===== src/rtl/decode_queue.sv =====
// rtl/decode_queue.sv - MIPS decoder feeding a DEPTH-entry instruction FIFO; optional macro DECODE_QUEUE_ERET_EN
module decode_queue #(
  parameter int DEPTH = 4,
  parameter int CNT_W = $clog2(DEPTH) + 1
) (
  input  logic             clk,
  input  logic             rst,
  input  logic             flush,
  input  logic             in_valid,
  output logic             in_ready,
  input  logic [31:0]      in_inst,
  input  logic [31:0]      in_pc,
  output logic             out_valid,
  input  logic             out_ready,
  output logic [31:0]      out_inst,
  output logic [31:0]      out_pc,
  output logic [23:0]      out_ctrl,
  output logic [CNT_W-1:0] count
);

  localparam int PTR_W = CNT_W - 1;
  localparam logic [CNT_W-1:0] FULL = CNT_W'(DEPTH);

  // Control word bit positions
  localparam int REGWRITE  = 0;
  localparam int REGDST    = 1;
  localparam int ALUSRC    = 2;
  localparam int BRANCH    = 3;
  localparam int BAL       = 4;
  localparam int JUMP      = 5;
  localparam int JAL       = 6;
  localparam int JR        = 7;
  localparam int MEMTOREG  = 8;
  localparam int LOAD_SIGN = 9;
  localparam int MEM_WR    = 12;
  localparam int MEM_RD    = 13;
  localparam int HILOWRITE = 14;
  localparam int HILOTOREG = 15;
  localparam int CP0_WR    = 16;
  localparam int CP0_RD    = 17;
  localparam int EX_RI     = 18;
  localparam int EX_BP     = 19;
  localparam int EX_SYS    = 20;
  localparam int ERET      = 21;
  localparam int IN_DS     = 22;
  localparam int SRAM_EN   = 23;

  logic [5:0]       op;
  logic [5:0]       fn;
  logic [4:0]       rs;
  logic [4:0]       rt;
  logic [4:0]       rd;
  logic [23:0]      dec;
  logic             ri;
  logic             cti;

  logic [CNT_W-1:0] cnt;
  logic [PTR_W-1:0] wr_ptr;
  logic [PTR_W-1:0] rd_ptr;
  logic             ds_pending;
  logic             push;
  logic             pop;

  logic [31:0]      mem_inst [DEPTH];
  logic [31:0]      mem_pc   [DEPTH];
  logic [23:0]      mem_ctrl [DEPTH];

  assign op = in_inst[31:26];
  assign rs = in_inst[25:21];
  assign rt = in_inst[20:16];
  assign rd = in_inst[15:11];
  assign fn = in_inst[5:0];

  // Combinational main decoder for the incoming instruction
  always_comb begin
    dec = '0;
    ri  = 1'b0;
    case (op)
      6'h00: begin
        case (fn)
          6'h00: begin
            // SLL $0,$0,sa is the canonical NOP and writes nothing
            if (rt != 5'd0 || rd != 5'd0) begin
              dec[REGWRITE] = 1'b1;
              dec[REGDST]   = 1'b1;
            end
          end
          6'h02, 6'h03, 6'h04, 6'h06, 6'h07,
          6'h20, 6'h21, 6'h22, 6'h23, 6'h24, 6'h25, 6'h26, 6'h27,
          6'h2a, 6'h2b: begin
            dec[REGWRITE] = 1'b1;
            dec[REGDST]   = 1'b1;
          end
          6'h10, 6'h12: begin
            dec[REGWRITE]  = 1'b1;
            dec[REGDST]    = 1'b1;
            dec[HILOTOREG] = 1'b1;
          end
          6'h11, 6'h13, 6'h18, 6'h19, 6'h1a, 6'h1b: dec[HILOWRITE] = 1'b1;
          6'h08: dec[JR] = 1'b1;
          6'h09: begin
            dec[REGWRITE] = 1'b1;
            dec[REGDST]   = 1'b1;
            dec[JAL]      = 1'b1;
            dec[JR]       = 1'b1;
          end
          6'h0c: dec[EX_SYS] = 1'b1;
          6'h0d: dec[EX_BP]  = 1'b1;
          default: ri = 1'b1;
        endcase
      end
      6'h01: begin
        case (rt)
          5'h00, 5'h01: dec[BRANCH] = 1'b1;
          5'h10, 5'h11: begin
            dec[BRANCH]   = 1'b1;
            dec[BAL]      = 1'b1;
            dec[REGWRITE] = 1'b1;
          end
          default: ri = 1'b1;
        endcase
      end
      6'h02: dec[JUMP] = 1'b1;
      6'h03: begin
        dec[JUMP]     = 1'b1;
        dec[JAL]      = 1'b1;
        dec[REGWRITE] = 1'b1;
      end
      6'h04, 6'h05, 6'h06, 6'h07: dec[BRANCH] = 1'b1;
      6'h08, 6'h09, 6'h0a, 6'h0b, 6'h0c, 6'h0d, 6'h0e, 6'h0f: begin
        dec[REGWRITE] = 1'b1;
        dec[ALUSRC]   = 1'b1;
      end
      6'h20, 6'h21, 6'h23, 6'h24, 6'h25: begin
        dec[REGWRITE]  = 1'b1;
        dec[ALUSRC]    = 1'b1;
        dec[MEMTOREG]  = 1'b1;
        dec[MEM_RD]    = 1'b1;
        dec[SRAM_EN]   = 1'b1;
        // LBU/LHU have op[2] set and zero-extend
        dec[LOAD_SIGN] = ~op[2];
        case (op[1:0])
          2'b00:   dec[11:10] = 2'd1;
          2'b01:   dec[11:10] = 2'd2;
          default: dec[11:10] = 2'd3;
        endcase
      end
      6'h28, 6'h29, 6'h2b: begin
        dec[ALUSRC]  = 1'b1;
        dec[MEM_WR]  = 1'b1;
        dec[SRAM_EN] = 1'b1;
        case (op[1:0])
          2'b00:   dec[11:10] = 2'd1;
          2'b01:   dec[11:10] = 2'd2;
          default: dec[11:10] = 2'd3;
        endcase
      end
      6'h10: begin
        if (rs == 5'h00) begin
          dec[REGWRITE] = 1'b1;
          dec[CP0_RD]   = 1'b1;
        end else if (rs == 5'h04) begin
          dec[CP0_WR] = 1'b1;
        end else begin
`ifdef DECODE_QUEUE_ERET_EN
          if (in_inst == 32'h4200_0018) dec[ERET] = 1'b1;
          else ri = 1'b1;
`else
          ri = 1'b1;
`endif
        end
      end
      default: ri = 1'b1;
    endcase
    // A reserved instruction carries nothing but the exception flag
    if (ri) begin
      dec        = '0;
      dec[EX_RI] = 1'b1;
    end
  end

  assign cti       = dec[BRANCH] | dec[JUMP] | dec[JR];
  assign in_ready  = !rst && !flush && (cnt < FULL);
  assign out_valid = (cnt != '0);
  assign push      = in_valid && in_ready;
  assign pop       = out_valid && out_ready;
  assign count     = cnt;

  assign out_inst = out_valid ? mem_inst[rd_ptr] : '0;
  assign out_pc   = out_valid ? mem_pc[rd_ptr]   : '0;
  assign out_ctrl = out_valid ? mem_ctrl[rd_ptr] : '0;

  // Occupancy, pointers and delay-slot tracking
  always_ff @(posedge clk or posedge rst) begin
    if (rst) begin
      cnt        <= '0;
      wr_ptr     <= '0;
      rd_ptr     <= '0;
      ds_pending <= 1'b0;
    end else if (flush) begin
      cnt        <= '0;
      wr_ptr     <= '0;
      rd_ptr     <= '0;
      ds_pending <= 1'b0;
    end else begin
      if (push) begin
        wr_ptr     <= wr_ptr + 1'b1;
        ds_pending <= cti;
      end
      if (pop) rd_ptr <= rd_ptr + 1'b1;
      cnt <= cnt + CNT_W'(push) - CNT_W'(pop);
    end
  end

  // Entry storage; contents are left unreset because outputs are masked
  always_ff @(posedge clk) begin
    if (push) begin
      mem_inst[wr_ptr] <= in_inst;
      mem_pc[wr_ptr]   <= in_pc;
      mem_ctrl[wr_ptr] <= dec | (ds_pending ? (24'h1 << IN_DS) : 24'h0);
    end
  end

endmodule


===== config.mk =====
export PLATFORM = sky130hd
export DESIGN_NAME = decode_queue
export DESIGN_NICKNAME = d
export VERILOG_FILES = /design/src/rtl/decode_queue.sv
export SDC_FILE = /design/constraint.sdc
export NUM_CORES = 1
export LEC_CHECK = 0
export CAP_MARGIN = 30
export CELL_PAD_IN_SITES_DETAIL_PLACEMENT = 1
export CELL_PAD_IN_SITES_GLOBAL_PLACEMENT = 1
export CORE_UTILIZATION = 36
export DETAILED_ROUTE_END_ITERATION = 12
export GPL_ROUTABILITY_DRIVEN = 0
export PLACE_DENSITY = 0.58
export REMOVE_ABC_BUFFERS = 1
export SYNTH_ARGS = -nofsm -noshare
export SYNTH_HDL_FRONTEND = slang
export SYNTH_SLANG_ARGS = --single-unit

===== constraint.sdc =====
create_clock -name clk -period 6.8 [get_ports clk]
set_clock_uncertainty 0.05 [all_clocks]
set_input_delay 2.04 -clock clk [delete_from_list [all_inputs] [get_ports clk]]
set_output_delay 2.04 -clock clk [all_outputs]
set_load 0.01 [all_outputs]

==> flow_summary.json <==
{
  "grt_overflow": 0,
  "syn_inst": 678,
  "hold_depth": 1,
  "vias_per_cell": 4.97,
  "first_iter_violations": 493,
  "cp-end-kind": "primary output",
  "yosys_most_used_dff": "edfxtp_1",
  "cts_made_buffers": 40,
  "die_w_um": 199,
  "min_period_ns": 5.76,
  "final_hold_viol_count": 0,
  "finalSetupTns_ns": 0,
  "synth_area_leader_cell": "edfxtp_1",
  "grt_max_degree": 59,
  "hpwl_mm": 19.1,
  "tightest_slew_ns": 0.773,
  "crit_chain": "clkdlybuf4s50_1 -> nor3_2 -> clkdlybuf4s50_1",
  "antenna_found_initial": 1,
  "status": "finished clean",
  "die_h_um": 199,
  "cts_sinks": 352,
  "core_area_mm2": 0.0378,
  "final_layout_size_suffix_gt1_share_pct": 18.9,
  "cp_max_fo": 9,
  "ctsHoldBuffers": 0,
  "slew-limit-headroom_pct": 48.0,
  "start_util_pct": 36.8,
  "portBuffers": 160,
  "crit_path_top_delay_cell": "clkdlybuf4s50_1",
  "hold_class": "flip-flop to flip-flop",
  "rsz0062_at_grt": "no",
  "clk_pin_slew_ns": 0.05,
  "arrival_ns": 3.67,
  "vias": 6956,
  "ir_worst_vdd_uv": 241,
  "drc_errors": 0,
  "die-area_mm2": 0.0394,
  "max_stage_delay_ns": 0.62,
  "drv_cap": 0,
  "post-route-period-util_pct": 84.7,
  "cp_common_cell": "clkdlybuf4s50_1",
  "reg2reg_to": "count[2]",
  "htreeDepth": 2,
  "post-cts-setup-buffers": 0,
  "clockBufferDepth": 3,
  "grt_util_all_layers_pct": 16.2,
  "grt_first_pass_wirelength_mm": 47.5,
  "synth_edf_count": 344,
  "hold_ws_ns": 0.503,
  "hp-start": "wr_ptr[0]",
  "yosys.cell_types.count": 47,
  "setup_violations": 0,
  "rows": 71,
  "grt_pass1_vias": 7744,
  "synth_area_leaders": "edfxtp_1 74%, mux4_2 14%, and2_1 4.0%",
  "synth_seq_area_share_pct": 75.7,
  "reg2reg_depth": 8,
  "postRouteAntennaNets": 0,
  "yosys.area.top_type_share_pct": 74.2,
  "worstPathRequired_ns": 4.71,
  "io_pins": 162,
  "cts_tree": "yes",
  "p_per_area_mw_per_mm2": 364,
  "ys_warn_count": 0,
  "cts_root_buf": "clkbuf_16",
  "drv_slew": 0,
  "regToRegSetupSlack_ns": 3.88,
  "syn-cell-area_mm2": 0.0139,
  "fillers": 3566,
  "finalWirelength_mm": 31.1,
  "max_freq_ghz": 0.174,
  "worst-setup-path-type": "input port to primary output",
  "avgSynthCellArea_um2": 20.5,
  "nNetsFinal": 935,
  "layout-area-overhead-vs-synth_pct": 25.0,
  "synthArstFlopShare_pct": 2.27,
  "wire_per_inst_um": 22.3,
  "r2r_start": "count[2]",
  "firstDrtPassIters": 4,
  "ctsResizeCount": 0,
  "synth_seq_cells": 352,
  "cp-start-kind": "input port",
  "holdPathEnd": "wr_ptr[0]",
  "p_leak_nw": 5.40,
  "clkLatencyLatePin_ns": 0.51
}
==> per-layer routing <==
| metal | up-vias | track usage [%] | part of all wire [%] |
|---|---|---|---|
| met5 | - | 0 | 0.048 |
| met4 | 2 | 3.59 | 1.3 |
| met3 | 36 | 3.51 | 5.1 |
| met2 | 158 | 26.8 | 49 |
| met1 | 3672 | 22.0 | 44 |
| li1 | 3088 | - | - |
==> logic make-up after synthesis <==
kind of cell / after synthesis / share of synthesized area [%]
compound gates: 24 / 1.14
xor+xnor: 4 / 0.252
fa+ha+maj: 7 / 0.683
buf+inv: 50 / 1.66
flops: 352 / 75.7
mux: 87 / 14.0
other cells: 1 / 0.0269
simple gates: 153 / 6.58
==> cell type report <==
class	count	area [µm²]	share of cell area (%)
Sequential cell	352	10500	60.6
Multi-Input combinational cell	276	3180	18.3
Timing Repair Buffer	174	1720	9.86
Clock buffer	51	1100	6.34
Tap cell	511	639	3.68
Clock inverter	19	163	0.935
Inverter	15	56.3	0.324
Antenna cell	1	2.50	0.0144
==> flip-flops by register name, indices dropped and copies added, names as in the netlist <==
name / cells
wr_ptr: 2
mem_inst: 128
count: 3
mem_pc: 128
rd_ptr: 2
mem_ctrl: 88
ds_pending: 1
==> where the power goes <==
group	switching [mW]	total [mW]	internal, mW	leakage (nW)
clock	0.804	2.06	1.25	0.615
combinational	0.769	1.76	0.990	1.65
sequential	0.0846	2.52	2.44	3.13
==> metrics by stage <==
stage	cells	instance area (µm²)	worst slack (ns)	power [mW]	utilization (%)
2_1_floorplan	643	13700	0.414	3.46	-
3_3_place_gp	1327	16100	1.13	4.35	42.6
3_5_place_dp	1328	16100	1.04	4.37	42.6
4_1_cts	1398	17400	1.04	6.45	46.0
5_1_grt	1398	17400	0.966	6.61	46.0
6_report	1399	17400	1.04	6.34	46.0
==> placed cells by master, fill, tap and decap left out, drive strengths merged, types with 5 or more instances in the layout <==
master         instances
and2                  89
and3                   6
buf                   14
clkbuf                51
clkdlybuf4s50        160
clkinv                14
dfrtp                  8
edfxtp               344
ha                     6
inv                   15
mux4                  86
nand2                  9
nor2                  17
nor2b                  5
nor3                   8
nor4                   5
o21ai                 10
==> worst max path at each step <==
stage / start / cells past startpoint / slack, ns / endpoint
6_report: flush / 3 / 1.04 / in_ready
5_1_grt: flush / 3 / 0.97 / in_ready
4_1_cts: flush / 3 / 1.04 / in_ready
3_5_place_dp: flush / 3 / 1.04 / in_ready
3_3_place_gp: flush / 3 / 1.13 / in_ready
2_1_floorplan: rd_ptr[0] / 2 / 0.41 / out_ctrl[13]
==> Yosys cell counts (2+ instances only) <==
cell / n
a21oi_1: 4
and2_1: 89
and3_1: 6
buf_2: 11
buf_4: 4
buf_6: 2
clkbuf_1: 18
dfrtp_1: 8
edfxtp_1: 344
ha_1: 6
inv_1: 13
inv_2: 2
mux4_2: 86
nand2_1: 8
nand2b_1: 2
nand3_1: 4
nand3b_1: 2
nor2_1: 17
nor2b_1: 5
nor3_1: 7
nor4_1: 3
o21ai_0: 3
o21ai_1: 6
or3_1: 2
or4_1: 2
xnor2_1: 3
==> critical path: cells and delay by family <==
| kind | cells | cell delay (ns) |
|---|---|---|
| AND/OR/NAND/NOR | 1 | 0.44 |
| buffers and inverters | 2 | 1.19 |
(Power assumes the default switching activity.)
